<file path="src/rtl/camera_yuv_rgb_pipe.sv">
// Camera YUV 4:2:2 byte stream to RGB pixel-pair pipeline.
// Bytes collect into a macropixel, then sums are formed, then clamped out.
module camera_yuv_rgb_pipe #(
    parameter int ORDER      = 0,
    parameter int COLOR_BITS = 8,
    parameter int H_BITS     = 11,
    parameter int V_BITS     = 10
) (
    input  logic                  pclk,
    input  logic                  reset_n,
    input  logic                  href,
    input  logic                  vsync,
    input  logic [7:0]            cam_data,
    output logic [COLOR_BITS-1:0] r0,
    output logic [COLOR_BITS-1:0] g0,
    output logic [COLOR_BITS-1:0] b0,
    output logic [COLOR_BITS-1:0] r1,
    output logic [COLOR_BITS-1:0] g1,
    output logic [COLOR_BITS-1:0] b1,
    output logic                  pair_valid,
    output logic [H_BITS-1:0]     x_pos,
    output logic [V_BITS-1:0]     y_pos,
    output logic                  frame_start,
    output logic                  line_start,
    output logic                  frame_done,
    output logic                  line_err
);

    // Packed {R,G,B}, each a signed 12-bit sum before clamping.
    function automatic logic [35:0] yuv2rgb(input logic [7:0] y,
                                            input logic [7:0] u,
                                            input logic [7:0] v);
        logic signed [11:0] yp, up, vp, r, g, b;
        yp = $signed({4'd0, y}) - 12'sd16;
        up = $signed({4'd0, u}) - 12'sd128;
        vp = $signed({4'd0, v}) - 12'sd128;
        r  = yp + vp + (vp >>> 2) + (vp >>> 3);
        g  = yp - (up >>> 2) - (up >>> 4) - (vp >>> 1) - (vp >>> 2);
        b  = yp + up + (up >>> 1) + (up >>> 2);
        return {r, g, b};
    endfunction

    function automatic logic [COLOR_BITS-1:0] clamp(input logic [11:0] s);
        logic [7:0] c;
        if (s[11])
            c = 8'd0;
        else if (s[10:8] != 3'd0)
            c = 8'hff;
        else
            c = s[7:0];
        return c[7 -: COLOR_BITS];
    endfunction

    logic [1:0]            phase_q, phase_d;
    logic [7:0]            by0_q, by0_d, by1_q, by1_d, by2_q, by2_d;
    logic                  href_q, href_d, vsync_q, vsync_d;
    logic [H_BITS-1:0]     col_q, col_d;
    logic [V_BITS-1:0]     line_q, line_d;
    logic                  has_pair_q, has_pair_d;
    logic                  frame_pend_q, frame_pend_d;

    logic                  a_vld_q, a_vld_d;
    logic [7:0]            a_y0_q, a_y0_d, a_y1_q, a_y1_d;
    logic [7:0]            a_u_q, a_u_d, a_v_q, a_v_d;
    logic [H_BITS-1:0]     a_x_q, a_x_d;
    logic [V_BITS-1:0]     a_y_q, a_y_d;
    logic                  a_fs_q, a_fs_d, a_ls_q, a_ls_d;

    logic                  s_vld_q, s_vld_d;
    logic [35:0]           s_p0_q, s_p0_d, s_p1_q, s_p1_d;
    logic [H_BITS-1:0]     s_x_q, s_x_d;
    logic [V_BITS-1:0]     s_y_q, s_y_d;
    logic                  s_fs_q, s_fs_d, s_ls_q, s_ls_d;

    logic [COLOR_BITS-1:0] r0_q, r0_d, g0_q, g0_d, b0_q, b0_d;
    logic [COLOR_BITS-1:0] r1_q, r1_d, g1_q, g1_d, b1_q, b1_d;
    logic                  pv_q, pv_d;
    logic [H_BITS-1:0]     xo_q, xo_d;
    logic [V_BITS-1:0]     yo_q, yo_d;
    logic                  fs_q, fs_d, ls_q, ls_d;
    logic                  fd_q, fd_d, le_q, le_d;

    logic                  samp, href_fall, mp_done;
    logic [7:0]            y0_n, y1_n, u_n, v_n;

    assign samp      = href & ~vsync;
    assign href_fall = href_q & ~href;
    assign mp_done   = samp & (phase_q == 2'd3);

    // Byte roles within the macropixel; the fourth byte is still on cam_data.
    always_comb begin
        y0_n = by0_q;
        u_n  = by1_q;
        y1_n = by2_q;
        v_n  = cam_data;
        case (ORDER)
            1: begin
                u_n = by0_q; y0_n = by1_q; v_n = by2_q; y1_n = cam_data;
            end
            2: begin
                y0_n = by0_q; v_n = by1_q; y1_n = by2_q; u_n = cam_data;
            end
            3: begin
                v_n = by0_q; y0_n = by1_q; u_n = by2_q; y1_n = cam_data;
            end
            default: ;
        endcase
    end

    always_comb begin
        phase_d      = phase_q;
        by0_d        = by0_q;
        by1_d        = by1_q;
        by2_d        = by2_q;
        href_d       = href;
        vsync_d      = vsync;
        col_d        = col_q;
        line_d       = line_q;
        has_pair_d   = has_pair_q;
        frame_pend_d = frame_pend_q;

        if (samp) begin
            phase_d = phase_q + 2'd1;
            case (phase_q)
                2'd0:    by0_d = cam_data;
                2'd1:    by1_d = cam_data;
                2'd2:    by2_d = cam_data;
                default: ;
            endcase
        end
        if (mp_done) begin
            col_d        = col_q + H_BITS'(2);
            has_pair_d   = 1'b1;
            frame_pend_d = 1'b0;
        end
        if (href_fall) begin
            phase_d    = 2'd0;
            col_d      = '0;
            has_pair_d = 1'b0;
            if (has_pair_q)
                line_d = line_q + V_BITS'(1);
        end
        // Frame sync overrides any line-end update in the same cycle.
        if (vsync) begin
            phase_d      = 2'd0;
            col_d        = '0;
            line_d       = '0;
            has_pair_d   = 1'b0;
            frame_pend_d = 1'b1;
        end

        fd_d = vsync & ~vsync_q;
        le_d = href_fall & (phase_q != 2'd0);

        a_vld_d = mp_done;
        a_y0_d  = a_y0_q;
        a_y1_d  = a_y1_q;
        a_u_d   = a_u_q;
        a_v_d   = a_v_q;
        a_x_d   = a_x_q;
        a_y_d   = a_y_q;
        a_fs_d  = a_fs_q;
        a_ls_d  = a_ls_q;
        if (mp_done) begin
            a_y0_d = y0_n;
            a_y1_d = y1_n;
            a_u_d  = u_n;
            a_v_d  = v_n;
            a_x_d  = col_q;
            a_y_d  = line_q;
            a_fs_d = frame_pend_q;
            a_ls_d = ~has_pair_q;
        end

        s_vld_d = a_vld_q;
        s_p0_d  = s_p0_q;
        s_p1_d  = s_p1_q;
        s_x_d   = s_x_q;
        s_y_d   = s_y_q;
        s_fs_d  = s_fs_q;
        s_ls_d  = s_ls_q;
        if (a_vld_q) begin
            s_p0_d = yuv2rgb(a_y0_q, a_u_q, a_v_q);
            s_p1_d = yuv2rgb(a_y1_q, a_u_q, a_v_q);
            s_x_d  = a_x_q;
            s_y_d  = a_y_q;
            s_fs_d = a_fs_q;
            s_ls_d = a_ls_q;
        end

        pv_d = s_vld_q;
        r0_d = r0_q;
        g0_d = g0_q;
        b0_d = b0_q;
        r1_d = r1_q;
        g1_d = g1_q;
        b1_d = b1_q;
        xo_d = xo_q;
        yo_d = yo_q;
        fs_d = 1'b0;
        ls_d = 1'b0;
        if (s_vld_q) begin
            r0_d = clamp(s_p0_q[35:24]);
            g0_d = clamp(s_p0_q[23:12]);
            b0_d = clamp(s_p0_q[11:0]);
            r1_d = clamp(s_p1_q[35:24]);
            g1_d = clamp(s_p1_q[23:12]);
            b1_d = clamp(s_p1_q[11:0]);
            xo_d = s_x_q;
            yo_d = s_y_q;
            fs_d = s_fs_q;
            ls_d = s_ls_q;
        end
    end

    always_ff @(posedge pclk or negedge reset_n) begin
        if (!reset_n) begin
            phase_q      <= '0;
            by0_q        <= '0;
            by1_q        <= '0;
            by2_q        <= '0;
            href_q       <= 1'b0;
            vsync_q      <= 1'b0;
            col_q        <= '0;
            line_q       <= '0;
            has_pair_q   <= 1'b0;
            frame_pend_q <= 1'b0;
            a_vld_q      <= 1'b0;
            a_y0_q       <= '0;
            a_y1_q       <= '0;
            a_u_q        <= '0;
            a_v_q        <= '0;
            a_x_q        <= '0;
            a_y_q        <= '0;
            a_fs_q       <= 1'b0;
            a_ls_q       <= 1'b0;
            s_vld_q      <= 1'b0;
            s_p0_q       <= '0;
            s_p1_q       <= '0;
            s_x_q        <= '0;
            s_y_q        <= '0;
            s_fs_q       <= 1'b0;
            s_ls_q       <= 1'b0;
            pv_q         <= 1'b0;
            r0_q         <= '0;
            g0_q         <= '0;
            b0_q         <= '0;
            r1_q         <= '0;
            g1_q         <= '0;
            b1_q         <= '0;
            xo_q         <= '0;
            yo_q         <= '0;
            fs_q         <= 1'b0;
            ls_q         <= 1'b0;
            fd_q         <= 1'b0;
            le_q         <= 1'b0;
        end else begin
            phase_q      <= phase_d;
            by0_q        <= by0_d;
            by1_q        <= by1_d;
            by2_q        <= by2_d;
            href_q       <= href_d;
            vsync_q      <= vsync_d;
            col_q        <= col_d;
            line_q       <= line_d;
            has_pair_q   <= has_pair_d;
            frame_pend_q <= frame_pend_d;
            a_vld_q      <= a_vld_d;
            a_y0_q       <= a_y0_d;
            a_y1_q       <= a_y1_d;
            a_u_q        <= a_u_d;
            a_v_q        <= a_v_d;
            a_x_q        <= a_x_d;
            a_y_q        <= a_y_d;
            a_fs_q       <= a_fs_d;
            a_ls_q       <= a_ls_d;
            s_vld_q      <= s_vld_d;
            s_p0_q       <= s_p0_d;
            s_p1_q       <= s_p1_d;
            s_x_q        <= s_x_d;
            s_y_q        <= s_y_d;
            s_fs_q       <= s_fs_d;
            s_ls_q       <= s_ls_d;
            pv_q         <= pv_d;
            r0_q         <= r0_d;
            g0_q         <= g0_d;
            b0_q         <= b0_d;
            r1_q         <= r1_d;
            g1_q         <= g1_d;
            b1_q         <= b1_d;
            xo_q         <= xo_d;
            yo_q         <= yo_d;
            fs_q         <= fs_d;
            ls_q         <= ls_d;
            fd_q         <= fd_d;
            le_q         <= le_d;
        end
    end

    assign r0          = r0_q;
    assign g0          = g0_q;
    assign b0          = b0_q;
    assign r1          = r1_q;
    assign g1          = g1_q;
    assign b1          = b1_q;
    assign pair_valid  = pv_q;
    assign x_pos       = xo_q;
    assign y_pos       = yo_q;
    assign frame_start = fs_q;
    assign line_start  = ls_q;
    assign frame_done  = fd_q;
    assign line_err    = le_q;

endmodule

</file>
<file path="config.mk">
export PLATFORM = sky130hd
export DESIGN_NAME = camera_yuv_rgb_pipe
export DESIGN_NICKNAME = d
export VERILOG_FILES = /design/src/rtl/camera_yuv_rgb_pipe.sv
export SDC_FILE = /design/constraint.sdc
export NUM_CORES = 1
export LEC_CHECK = 0
export ABC_CLOCK_PERIOD_IN_PS = 6200
export CORE_MARGIN = 3
export CORE_UTILIZATION = 50
export CTS_BUF_LIST = sky130_fd_sc_hd__clkbuf_4
export DETAILED_ROUTE_END_ITERATION = 12
export GPL_TIMING_DRIVEN = 0
export HOLD_SLACK_MARGIN = 0.02
export PLACE_DENSITY = 0.78
export REMOVE_ABC_BUFFERS = 1
export SLEW_MARGIN = 20
export SYNTH_ARGS = -nofsm -noshare
export SYNTH_HDL_FRONTEND = slang
export SYNTH_SLANG_ARGS = --single-unit
</file>
<file path="constraint.sdc">
create_clock -name pclk -period 6.2 [get_ports pclk]
set_input_delay 1.24 -clock pclk [delete_from_list [all_inputs] [get_ports pclk]]
set_output_delay 1.24 -clock pclk [all_outputs]
set_load 0.05 [all_outputs]
</file>
; ---- After elaboration in Yosys (flattened, before gate mapping)
; Cells that the tools add are included.
[word_totals]
in_bits = 12
wordCells = 123
reg_bits = 277
output_inout_bits = 74
[classes]
eq_ne = 3
n_reduce_logical = 17
bitwise = 9
n_addsub = 27
n_mux = 28
[op_table]
columns = cell, n
row1 = $mux W8, 12
row2 = $add A9 B9 Y10, 4
row3 = $mux W11, 3
row4 = $mux W10, 3
row5 = $add A11 B6 Y12, 2
row6 = $add A11 B7 Y12, 2
row7 = $reduce_bool A3 Y1, 8
row8 = $sub A11 B8 Y12, 2
row9 = $sub A12 B7 Y12, 2
row10 = $add A10 B7 Y11, 2
row11 = $add A10 B8 Y11, 2
row12 = $sub A10 B5 Y11, 2
row13 = $sub A9 B7 Y10, 2
row14 = $sub A8 B5 Y9 const B, 2
row15 = $sub A8 B8 Y9 const B, 2
row16 = $add A11 B2 Y11 const B, 1
row17 = $add A10 B1 Y10 const B, 1
row18 = $reduce_and A2 Y1, 4
row19 = $reduce_bool A2 Y1, 4
row20 = $mux W1, 7
row21 = $mux W2, 3
row22 = $and A1 B1 Y1, 5
row23 = $eq A2 B2 Y1 const B, 2
row24 = $not A1 Y1, 4
row25 = 3 further kinds, 3

; ---- Logic depth before layout (Yosys ltp)
; Gate-level depths: netlist of the first run.
[depth]
word_depth = 6
depth_mapped = 14
mapped_depth_nobuf = 13

; ---- Worst setup path after synthesis of the first run
; No wires, ideal clock.
[synth_timing]
kind = reg-to-reg
startpoint = reg a_u_q[7]
endpoint = reg s_p1_q[17]
arrival_time_ps = 3932
required_time_ps = 6075
path_buffers = 0
setup_ps = 125
path_stages_with_launch = 12
synth_period_minus_slack_ps = 4056
slack_ps = 2144
path_cell_list = dfrtp_1 > inv_1 > fa_1 > fa_1 > fa_1 > inv_1 > ha_1 > and3b_1 > o21a_1 > a311oi_1 > xnor2_1 > mux2_2
[synth_via]
elab_chain_len = 5
[synth_rtl]
columns = element, line
row1 = start: declaration, 64  ; logic [7:0] a_u_q, a_u_d, a_v_q, a_v_d;
row2 = start signal: assignment, 271  ; a_u_q <= a_u_d;
row3 = $sub A8 B8 Y9 *, 35  ; up = $signed({4'd0, u}) - 12'sd128;
row4 = $sub A9 B7 Y10, 38  ; g = yp - (up >>> 2) - (up >>> 4) - (vp >>> 1) - (vp >>> 2);
row5 = $sub A10 B5 Y11 *, 38
row6 = $sub A11 B8 Y12 *, 38
row7 = $sub A12 B7 Y12 *, 38
row8 = end signal: assignment, 279  ; s_p1_q <= s_p1_d;
row9 = end: declaration, 70  ; logic [35:0] s_p0_q, s_p0_d, s_p1_q, s_p1_d;
; Every way passes the cells marked *; elsewhere a longest branch is shown, timed or not.
; A chain may end at the register's enable or synchronous reset.

; ---- Worst setup path in the final report of the first run
; Ends and elaborated chain as after synthesis.

==> results of run 1 <==
-- final cells by class --
type | count | area share [%]
Antenna cell | 1 | 0.0142
Clock inverter | 21 | 0.547
Multi-Input combinational cell | 977 | 45.0
Inverter | 136 | 2.91
Clock buffer | 98 | 4.17
Tap cell | 390 | 2.77
Sequential cell | 273 | 38.8
Timing Repair Buffer | 92 | 5.80
-- worst min path at each step --
stage,cells past startpoint,end,slack [ns]
final,1,frame_done,0.41
after detailed placement,1,frame_done,0.41
after global routing,1,s_p1_q[4],0.39
after CTS,1,a_y0_q[2],0.38
after floorplan,1,frame_done,0.38
after global placement,1,frame_done,0.39
-- where the power goes --
group | switching, uW | leakage, uW | internal, uW
clock network | 743 | 0.000498 | 733
logic | 2740 | 0.00440 | 2010
registers | 178 | 0.00361 | 2010
-- cells in the mapped netlist, drive strengths merged, types with 5 or more instances --
| master | count |
|---|---|
| inv | 134 |
| nand4 | 14 |
| dfrtp | 273 |
| o211ai | 22 |
| nor2 | 116 |
| nand3 | 14 |
| mux2 | 127 |
| nand2 | 160 |
| a211oi | 13 |
| clkbuf | 46 |
| a21oi | 34 |
| xor2 | 15 |
| ha | 93 |
| a21o | 13 |
| and2 | 6 |
| fa | 78 |
| and3 | 5 |
| o31ai | 10 |
| xnor2 | 29 |
| nor2b | 11 |
| mux2i | 8 |
| a31oi | 12 |
| nor3 | 11 |
| buf | 12 |
| or3 | 20 |
| nor3b | 5 |
| o21ai | 82 |
| o21a | 14 |
-- kinds of logic (layout without fill, tap and decap cells) --
kind of cell,Yosys count,count (layout),share of synthesized area [%]
flops,273,273,44.1
buf+inv,194,347,4.73
compound gates,243,243,10.3
mux,135,135,9.75
simple gates,383,383,11.0
fa+ha+maj,171,171,17.6
other cells,1,2,0.0242
xor+xnor,44,44,2.49
-- state kept, by name, indices dropped and copies added (netlist names), 10 cells and up --
| name | cells |
|---|---|
| s_p1_q | 36 |
| s_p0_q | 36 |
| a_y_q | 10 |
| a_x_q | 10 |
| col_q | 10 |
| y_pos | 10 |
| line_q | 10 |
| s_y_q | 10 |
| s_x_q | 10 |
| x_pos | 10 |
-- layer usage --
metal	GRT usage (%)	vias up	share of wire (%)
met2	33.2	272	48
met4	6.83	0	2.4
met1	26.3	5309	44
li1	-	5153	-
met5	0	-	0
met3	4.93	58	5.7
-- through the flow --
| stage | worst slack, ns | hold slack (ns) |
|---|---|---|
| 2_1_floorplan | 1.81 | 0.378 |
| 5_1_grt | 1.22 | 0.394 |
| 3_3_place_gp | -7.47 | 0.388 |
| 6_report | 1.46 | 0.407 |
| 3_5_place_dp | 1.52 | 0.406 |
| 4_1_cts | 1.45 | 0.375 |
-- critical path, cell delays in order (launching register included) --
cell and delay [ns]:
dfrtp_1 0.69, inv_1 0.48, fa_1 0.66, fa_1 0.48, fa_1 0.52, inv_1 0.04, ha_1 0.35, and3b_1 0.24
o21a_1 0.22, a311oi_1 0.46, xnor2_1 0.15, mux2_2 0.28
==> qor.yml, run 1 <==
die_y_microns: 182
synthCells: 1444
fin_nets: 1734
n_fill_cell: 2551
cts-buffers-inserted: 71
clkLatencyLatePin_ns: 0.73
async_flop_share_pct: 100
fin_cells: 1988
worstSetupEndpointType: "flop"
synth_flop_cell: "dfrtp_1"
synth_top_area_cell: "dfrtp_1"
yosys.area.top_type_share_pct: 44.1
post_dp_cell_area_sq_um: 16800
ys_types: 61
hpwl_mm: 23.4
post-route-util_pct: 58.5
clk_path_buf_depth: 3
h-tree-depth: 3
hp-start: "vsync_q"
totalPowerFinal_uw: 8410
grtUsageTotal_pct: 20.2
ant_nets: 0
dp_cells: 1868
synth_area_sq_um: 15500
final_common_cell: "dfrtp_1"
drc_errors: 0
finalSetupTns_ns: 0
crit_fanout: 12
maxCapViolCount: 0
ff_latch_area_sq_um: 6840
final_cell_mix: "dfrtp_1 (271), nand2_1 (160), inv_1 (132), mux2_2 (127), nor2_1 (116)"
crit_path_start_kind: "flop"
max_slew_margin_pct: 50.5
cp_data_arrival_time_ns: 5.28
min_path_type: "flop to flop"
period_share_pct: 76.5
routed_wl_mm: 32.4
design_area_sq_um: 17600
io_pins: 86
firstDrtPassIters: 7
period_needed_ns: 4.74
crit_type: "flop to flop"
synthTopCellsByArea: "dfrtp_1 (44%), fa_1 (10%), mux2_2 (9.2%)"
cts_sinks: 273
synth-edff-count: 0
drtIter0Drc: 556
fmax_mhz: 211
cts_root_buf: "clkbuf_4"
ys_ff_latch: 273
p_leak_uw: 0.00850
setup_viol: 0
postCtsHoldBufs: 0
p_per_area_nw_per_um2: 477
placementRows: 63
worstReg2RegEnd: "s_p1_q[17]"
worst_slew_pin_slew_ns: 0.743
r2r_slack_ns: 1.46
rsz0062_at_grt: "no"
rr_startpoint: "a_u_q[7]"
critPathLaunch: "a_u_q[7]"
finalHoldViolations: 0
multi_input_area_sq_um: 7930
worstSetupEndpoint: "s_p1_q[17]"
r2r_cells: 11
drive_above_1_share_pct: 16.0
ir_drop_mv: 0.243
die_w_microns: 182
clkTransAtPathRegs_ns: 0.06
gp_congestion: 0.911
grt_max_degree: 105
start_util_pct: 51.5
yosys_warnings: 0
post_drt_wl_per_cell_microns: 16.3
overflow: 0
cts_tree: "yes"
io_buffers: 84
synth_area_per_cell_sq_um: 10.7
status: "completed"
finalClockSkew_ns: 0.0746
core_region_area_sq_um: 30100
grt_first_pass_wirelength_mm: 54.9
vias_per_cell: 5.43
antenna_found_initial: 1
dieArea_sq_um: 33100
first_global_vias: 11254
ys_seq_area_share_pct: 44.1
worstPathRequired_ns: 6.74
timing.final.max_slew_violations: 0
area_delta_synth_final_pct: 13.8
post-cts-setup-buffer-count: 0
vias: 10792
cts_resized: 0
Power figures use the tool's default switching activity.
==> run 2, diff against run 1 <==
--- a/config.mk
+++ b/config.mk
@@ -5,7 +5,7 @@
 export SDC_FILE = /design/constraint.sdc
 export NUM_CORES = 1
 export LEC_CHECK = 0
-export ABC_CLOCK_PERIOD_IN_PS = 6200
+export ABC_CLOCK_PERIOD_IN_PS = 4800
 export CORE_MARGIN = 3
 export CORE_UTILIZATION = 50
 export CTS_BUF_LIST = sky130_fd_sc_hd__clkbuf_4
==> constraint.sdc (replaced) <==
create_clock -name pclk -period 4.8 [get_ports pclk]
set_input_delay 0.96 -clock pclk [delete_from_list [all_inputs] [get_ports pclk]]
set_output_delay 0.96 -clock pclk [all_outputs]
set_load 0.05 [all_outputs]
==> qor.yml, run 2 (synthesis results as in run 1) <==
grtUsageTotal_pct: 20.2  # unchanged
fin_cells: 1993  # was 1,988
p_int_uw: 6140  # was 4750 uW
fin_nets: 1739  # was 1,734
worst_slack_ns: 0.238  # was 1.46 ns
p_per_area_nw_per_um2: 616  # was 477 nW/um^2
core_region_area_sq_um: 30100  # unchanged
clkTransAtPathRegs_ns: 0.07  # was 0.06 ns
p_clk_share_pct: 17.5  # about the same
rr_startpoint: "a_u_q[7]"  # unchanged
start_util_pct: 51.5  # unchanged
ir_drop_mv: 0.315  # was 0.243 mV
cts_root_buf: "clkbuf_4"  # unchanged
final_cell_mix: "dfrtp_1 (271), nand2_1 (160), inv_1 (131), mux2_2 (127), nor2_1 (116)"  # was dfrtp_1 (271), nand2_1 (160), inv_1 (132), mux2_2 (127), nor2_1 (116)
status: "completed"  # unchanged
hpwl_mm: 23.4  # unchanged
cp_data_arrival_time_ns: 5.10  # was 5.28 ns
dieArea_sq_um: 33100  # unchanged
cts_sinks: 273  # unchanged
worstSetupEndpoint: "s_p1_q[17]"  # unchanged
crit_path_start_kind: "flop"  # unchanged
io_pins: 86  # unchanged
clkLatencyLatePin_ns: 0.72  # was 0.73 ns
overflow: 0  # unchanged
maxCapViolCount: 0  # unchanged
grt_max_degree: 105  # unchanged
worst_slew_pin_slew_ns: 0.745  # was 0.743 ns
path_depth: 11  # unchanged
rsz0062_at_grt: "no"  # unchanged
firstDrtPassIters: 7  # unchanged
die_w_microns: 182  # unchanged
worstReg2RegEnd: "s_p1_q[17]"  # unchanged
io_buffers: 84  # unchanged
cpPeakStageDelay_ns: 0.73  # was 0.69 ns
r2r_cells: 11  # unchanged
cp_slowest_cell: "dfrtp_1"  # unchanged
finalHoldViolations: 0  # unchanged
final_common_cell: "dfrtp_1"  # unchanged
pwr-share-comb_pct: 56.6  # was 56.5%
antenna_found_initial: 1  # unchanged
drive_above_1_share_pct: 16.4  # was 16.0%
placementRows: 63  # unchanged
path_cells: "clkinvlp_4 -> fa_1 -> fa_1 -> fa_1 -> inv_1 -> ha_1 -> and3b_1 -> o21a_1 -> a311oi_1 -> xnor2_1 -> mux2_2"  # was inv_1 -> fa_1 -> fa_1 -> fa_1 -> inv_1 -> ha_1 -> and3b_1 -> o21a_1 -> a311oi_1 -> xnor2_1 -> mux2_2
setup_viol: 0  # unchanged
area_delta_synth_final_pct: 14.0  # was 13.8%
grt_first_pass_wirelength_mm: 54.9  # unchanged
dp_cells: 1868  # unchanged
crit_fanout: 9  # was 12
period_needed_ns: 4.56  # was 4.74 ns
cts-buffers-inserted: 71  # unchanged
post_dp_cell_area_sq_um: 16800  # unchanged
pre_cts_ws_ns: 0.120  # was 1.52 ns
h-tree-depth: 3  # unchanged
vias: 10793  # was 10,792
timing.final.max_slew_violations: 0  # unchanged
p_leak_uw: 0.00852  # was 0.00850 uW
crit_type: "flop to flop"  # unchanged
design_area_sq_um: 17700  # was 17,600 sq um
drc_errors: 0  # unchanged
r2r_slack_ns: 0.24  # was 1.46 ns
first_global_vias: 11254  # unchanged
worstPathRequired_ns: 5.34  # was 6.74 ns
crit_buf_inv: 2  # unchanged
min_path_type: "input pin to asynchronous set/reset pin"  # was flop to flop
post_drt_wl_per_cell_microns: 16.3  # about the same
gp_congestion: 0.911  # unchanged
worstSetupEndpointType: "flop"  # unchanged
seq_power_share_pct: 25.9  # was 26.0%
critPathLaunch: "a_u_q[7]"  # unchanged
cts_tree: "yes"  # unchanged
ant_nets: 0  # unchanged
finalClockSkew_ns: 0.0668  # was 0.0746 ns
timing.critical_path.mode_cell: "fa_1"  # unchanged
die_y_microns: 182  # unchanged
top_regs: "s_p0_q x36, s_p1_q x36"  # unchanged
critPathTopFamily: "adder cells"  # unchanged
clk_path_buf_depth: 3  # unchanged
max_slew_margin_pct: 50.4  # was 50.5%
drtIter0Drc: 541  # was 556
routed_wl_mm: 32.4  # unchanged
whs_ns: 0.148  # was 0.407 ns
switching_share_pct: 43.5  # about the same
vias_per_cell: 5.42  # was 5.43
p_switching_uw: 4740  # was 3660 uW
period_share_pct: 95.0  # was 76.5%
fmax_mhz: 219  # was 211 MHz
## run 2: area by class of cell
class                           count  area (sq um)
Sequential cell                   273          6840
Inverter                          136           517
Timing Repair Buffer               97          1060
Multi-Input combinational cell    977          7930
Antenna cell                        1          2.50
Clock inverter                     21          96.3
Fill cell                        2537         12400
Tap cell                          390           488
Clock buffer                       98           736
## run 2: power by group through the flow
stage	Combinational [uW]	Sequential, uW	Clock, uW
5_1_grt	6950	2860	2080
4_1_cts	6130	2820	1980
6_report	6150	2820	1900
3_3_place_gp	5870	2860	0
3_5_place_dp	6080	2860	0
2_1_floorplan	4560	2920	0
## run 2: worst reg2reg max path, cell delays in order, from the launching register on
cell and delay [ns]:
dfrtp_1 0.73, clkinvlp_4 0.34, fa_1 0.53, fa_1 0.53, fa_1 0.52, inv_1 0.04
ha_1 0.35, and3b_1 0.24, o21a_1 0.22, a311oi_1 0.46, xnor2_1 0.16, mux2_2 0.28
## run 2: worst min path at each step
stage                        from         end  slack (ns)  cells after the start
final                     reset_n   a_y1_q[2]        0.15                      1
after global routing      reset_n   s_p1_q[4]        0.11                      1
after CTS                 reset_n   a_y0_q[2]         0.1                      1
after detailed placement  vsync_q  frame_done        0.41                      1
after global placement    vsync_q  frame_done        0.39                      1
after floorplan           vsync_q  frame_done        0.38                      1
## run 2: per-layer routing
| metal | vias up | global-route usage [%] | routed length [microns] |
|---|---|---|---|
| met5 | - | 0 | 0 |
| met4 | 0 | 6.83 | 773 |
| met3 | 57 | 4.93 | 1810 |
| met2 | 240 | 33.2 | 15600 |
| met1 | 5330 | 26.3 | 14200 |
| li1 | 5166 | - | - |
## run 2: what timing repair did
item                                    4_1_cts  5_1_grt
resized for setup                             0        1
hold buffers                                  0        0
endpoints found under the setup margin        0        2
setup buffers                                 0        5
## run 2: per-stage QoR
| step | TNS (ns) | power [uW] | util, % |
|---|---|---|---|
| floorplan | 0 | 7480 | - |
| global placement | -2428.36 | 8720 | 55.1 |
| detailed placement | 0 | 8950 | 55.8 |
| CTS | 0 | 10900 | 58.5 |
| global route | 0 | 11900 | 58.7 |
| finish | 0 | 10900 | 58.7 |
==> run 3, diff against run 2 <==
--- a/config.mk
+++ b/config.mk
@@ -14,6 +14,7 @@
 export HOLD_SLACK_MARGIN = 0.02
 export PLACE_DENSITY = 0.78
 export REMOVE_ABC_BUFFERS = 1
+export SETUP_SLACK_MARGIN = 0.2
 export SLEW_MARGIN = 20
 export SYNTH_ARGS = -nofsm -noshare
 export SYNTH_HDL_FRONTEND = slang
==> qor.yml, run 3 (synthesis results as in run 1) <==
grt_max_degree: 105  # unchanged
crit_fanout: 9  # unchanged
min_path_type: "input pin to asynchronous set/reset pin"  # unchanged
crit_type: "flop to flop"  # unchanged
grtUsageTotal_pct: 20.2  # about the same
clkLatencyLatePin_ns: 0.73  # was 0.72 ns
antenna_found_initial: 1  # unchanged
timing.critical_path.mode_cell: "fa_1"  # unchanged
ant_nets: 0  # unchanged
fin_nets: 1737  # was 1,739
maxCapViolCount: 0  # unchanged
cts_tree: "yes"  # unchanged
finalHoldViolations: 0  # unchanged
gp_congestion: 0.911  # unchanged
crit_path_start_kind: "flop"  # unchanged
clk_path_buf_depth: 3  # unchanged
fmax_mhz: 235  # was 219 MHz
rsz0062_at_grt: "no"  # unchanged
cts-buffers-inserted: 71  # unchanged
final_common_cell: "dfrtp_1"  # unchanged
post-route-util_pct: 58.6  # was 58.7%
first_global_vias: 11260  # was 11,254
top_regs: "s_p0_q x36, s_p1_q x36"  # unchanged
final_cell_mix: "dfrtp_1 (270), nand2_1 (160), inv_1 (131), mux2_2 (127), nor2_1 (116)"  # was dfrtp_1 (271), nand2_1 (160), inv_1 (131), mux2_2 (127), nor2_1 (116)
worstSetupEndpointType: "flop"  # unchanged
worst_slew_pin_slew_ns: 0.741  # was 0.745 ns
cp_data_arrival_time_ns: 4.80  # was 5.10 ns
p_leak_uw: 0.00851  # was 0.00852 uW
ir_drop_mv: 0.314  # was 0.315 mV
post_drt_wl_per_cell_microns: 16.3  # about the same
r2r_slack_ns: 0.54  # was 0.24 ns
vias: 10772  # was 10,793
crit_buf_inv: 2  # unchanged
drc_errors: 0  # unchanged
cpPeakStageDelay_ns: 0.57  # was 0.73 ns
clkTransAtPathRegs_ns: 0.08  # was 0.07 ns
p_per_area_nw_per_um2: 616  # about the same
timing.final.max_slew_violations: 0  # unchanged
overflow: 0  # unchanged
finalClockSkew_ns: 0.0715  # was 0.0668 ns
io_buffers: 84  # unchanged
io_pins: 86  # unchanged
drive_above_1_share_pct: 16.3  # was 16.4%
finalSetupTns_ns: 0  # unchanged
period_share_pct: 88.7  # was 95.0%
die_w_microns: 182  # unchanged
period_needed_ns: 4.26  # was 4.56 ns
cts_root_buf: "clkbuf_4"  # unchanged
setup_viol: 0  # unchanged
placementRows: 63  # unchanged
critPathTopFamily: "adder cells"  # unchanged
dieArea_sq_um: 33100  # unchanged
die_y_microns: 182  # unchanged
path_cells: "clkinvlp_4 -> fa_1 -> fa_1 -> fa_1 -> inv_1 -> ha_1 -> and3b_1 -> o21a_1 -> a311oi_1 -> xnor2_1 -> mux2_2"  # unchanged
h-tree-depth: 3  # unchanged
cp_slowest_cell: "dfrtp_2"  # was dfrtp_1
area_delta_synth_final_pct: 13.9  # was 14.0%
vias_per_cell: 5.41  # was 5.42
drtIter0Drc: 499  # was 541
core_region_area_sq_um: 30100  # unchanged
firstDrtPassIters: 5  # was 7
max_slew_margin_pct: 50.6  # was 50.4%
cts_sinks: 273  # unchanged
routed_wl_mm: 32.5  # was 32.4 mm
start_util_pct: 51.5  # unchanged
hpwl_mm: 23.4  # unchanged
status: "completed"  # unchanged
grt_first_pass_wirelength_mm: 55.0  # was 54.9 mm
worstPathRequired_ns: 5.35  # was 5.34 ns
run 3: cell count changes in the layout (fill, tap and decap cells not counted), sizes merged:
| cell | previous run | this run |
|---|---|---|
| buf | 14 | 12 |
run 3: path summary, 6_finish.rpt:
| path | startpoint | to | cells after the start |
|---|---|---|---|
| hold / removal | reset_n | a_y1_q[2] | 1 |
| max in group asynchronous | reset_n | a_vld_q | 2 |
| hold reg to reg | vsync_q | frame_done | 1 |
| setup / recovery | a_u_q[7] | s_p1_q[17] | 11 |
| setup reg to reg | a_u_q[7] | s_p1_q[17] | 11 |
| min in group pclk | vsync_q | frame_done | 1 |
run 3: per-layer routing:
metal  global-route usage (%)  wire length [microns]
met1                     26.3                  14400
met3                     4.91                   1710
met5                        0                      0
met4                     6.58                    726
met2                     33.3                  15700
run 3: repair_timing:
item | 4_1_cts | 5_1_grt
setup buffers | 3 | 0
hold buffers | 0 | 0
resized for setup | 1 | 1
endpoints found under the setup margin | 2 | 3
run 3: layout make-up:
cell class                      instances  area [sq um]
Fill cell                            2546         12500
Tap cell                              390           488
Timing Repair Buffer                   95          1040
Antenna cell                            1          2.50
Sequential cell                       273          6840
Multi-Input combinational cell        977          7930
Clock inverter                         21          96.3
Inverter                              136           517
Clock buffer                           98           736
run 3: power by group:
part,switching [uW],internal (uW)
sequential,230,2590
clock,956,946
combinational,3550,2600
total,4740,6140
run 3: through the flow:
step / hold WS, ns / area [sq um] / setup slack (ns) / instances / total power (uW)
floorplan: 0.378 / 15300 / 0.407 / 1386 / 7480
global placement: 0.388 / 16600 / -8.59 / 1860 / 8720
detailed placement: 0.406 / 16800 / 0.120 / 1868 / 8950
CTS: 0.0950 / 17600 / 0.304 / 1990 / 10900
global route: 0.114 / 17700 / 0.346 / 1991 / 11900
finish: 0.134 / 17700 / 0.545 / 1991 / 10900
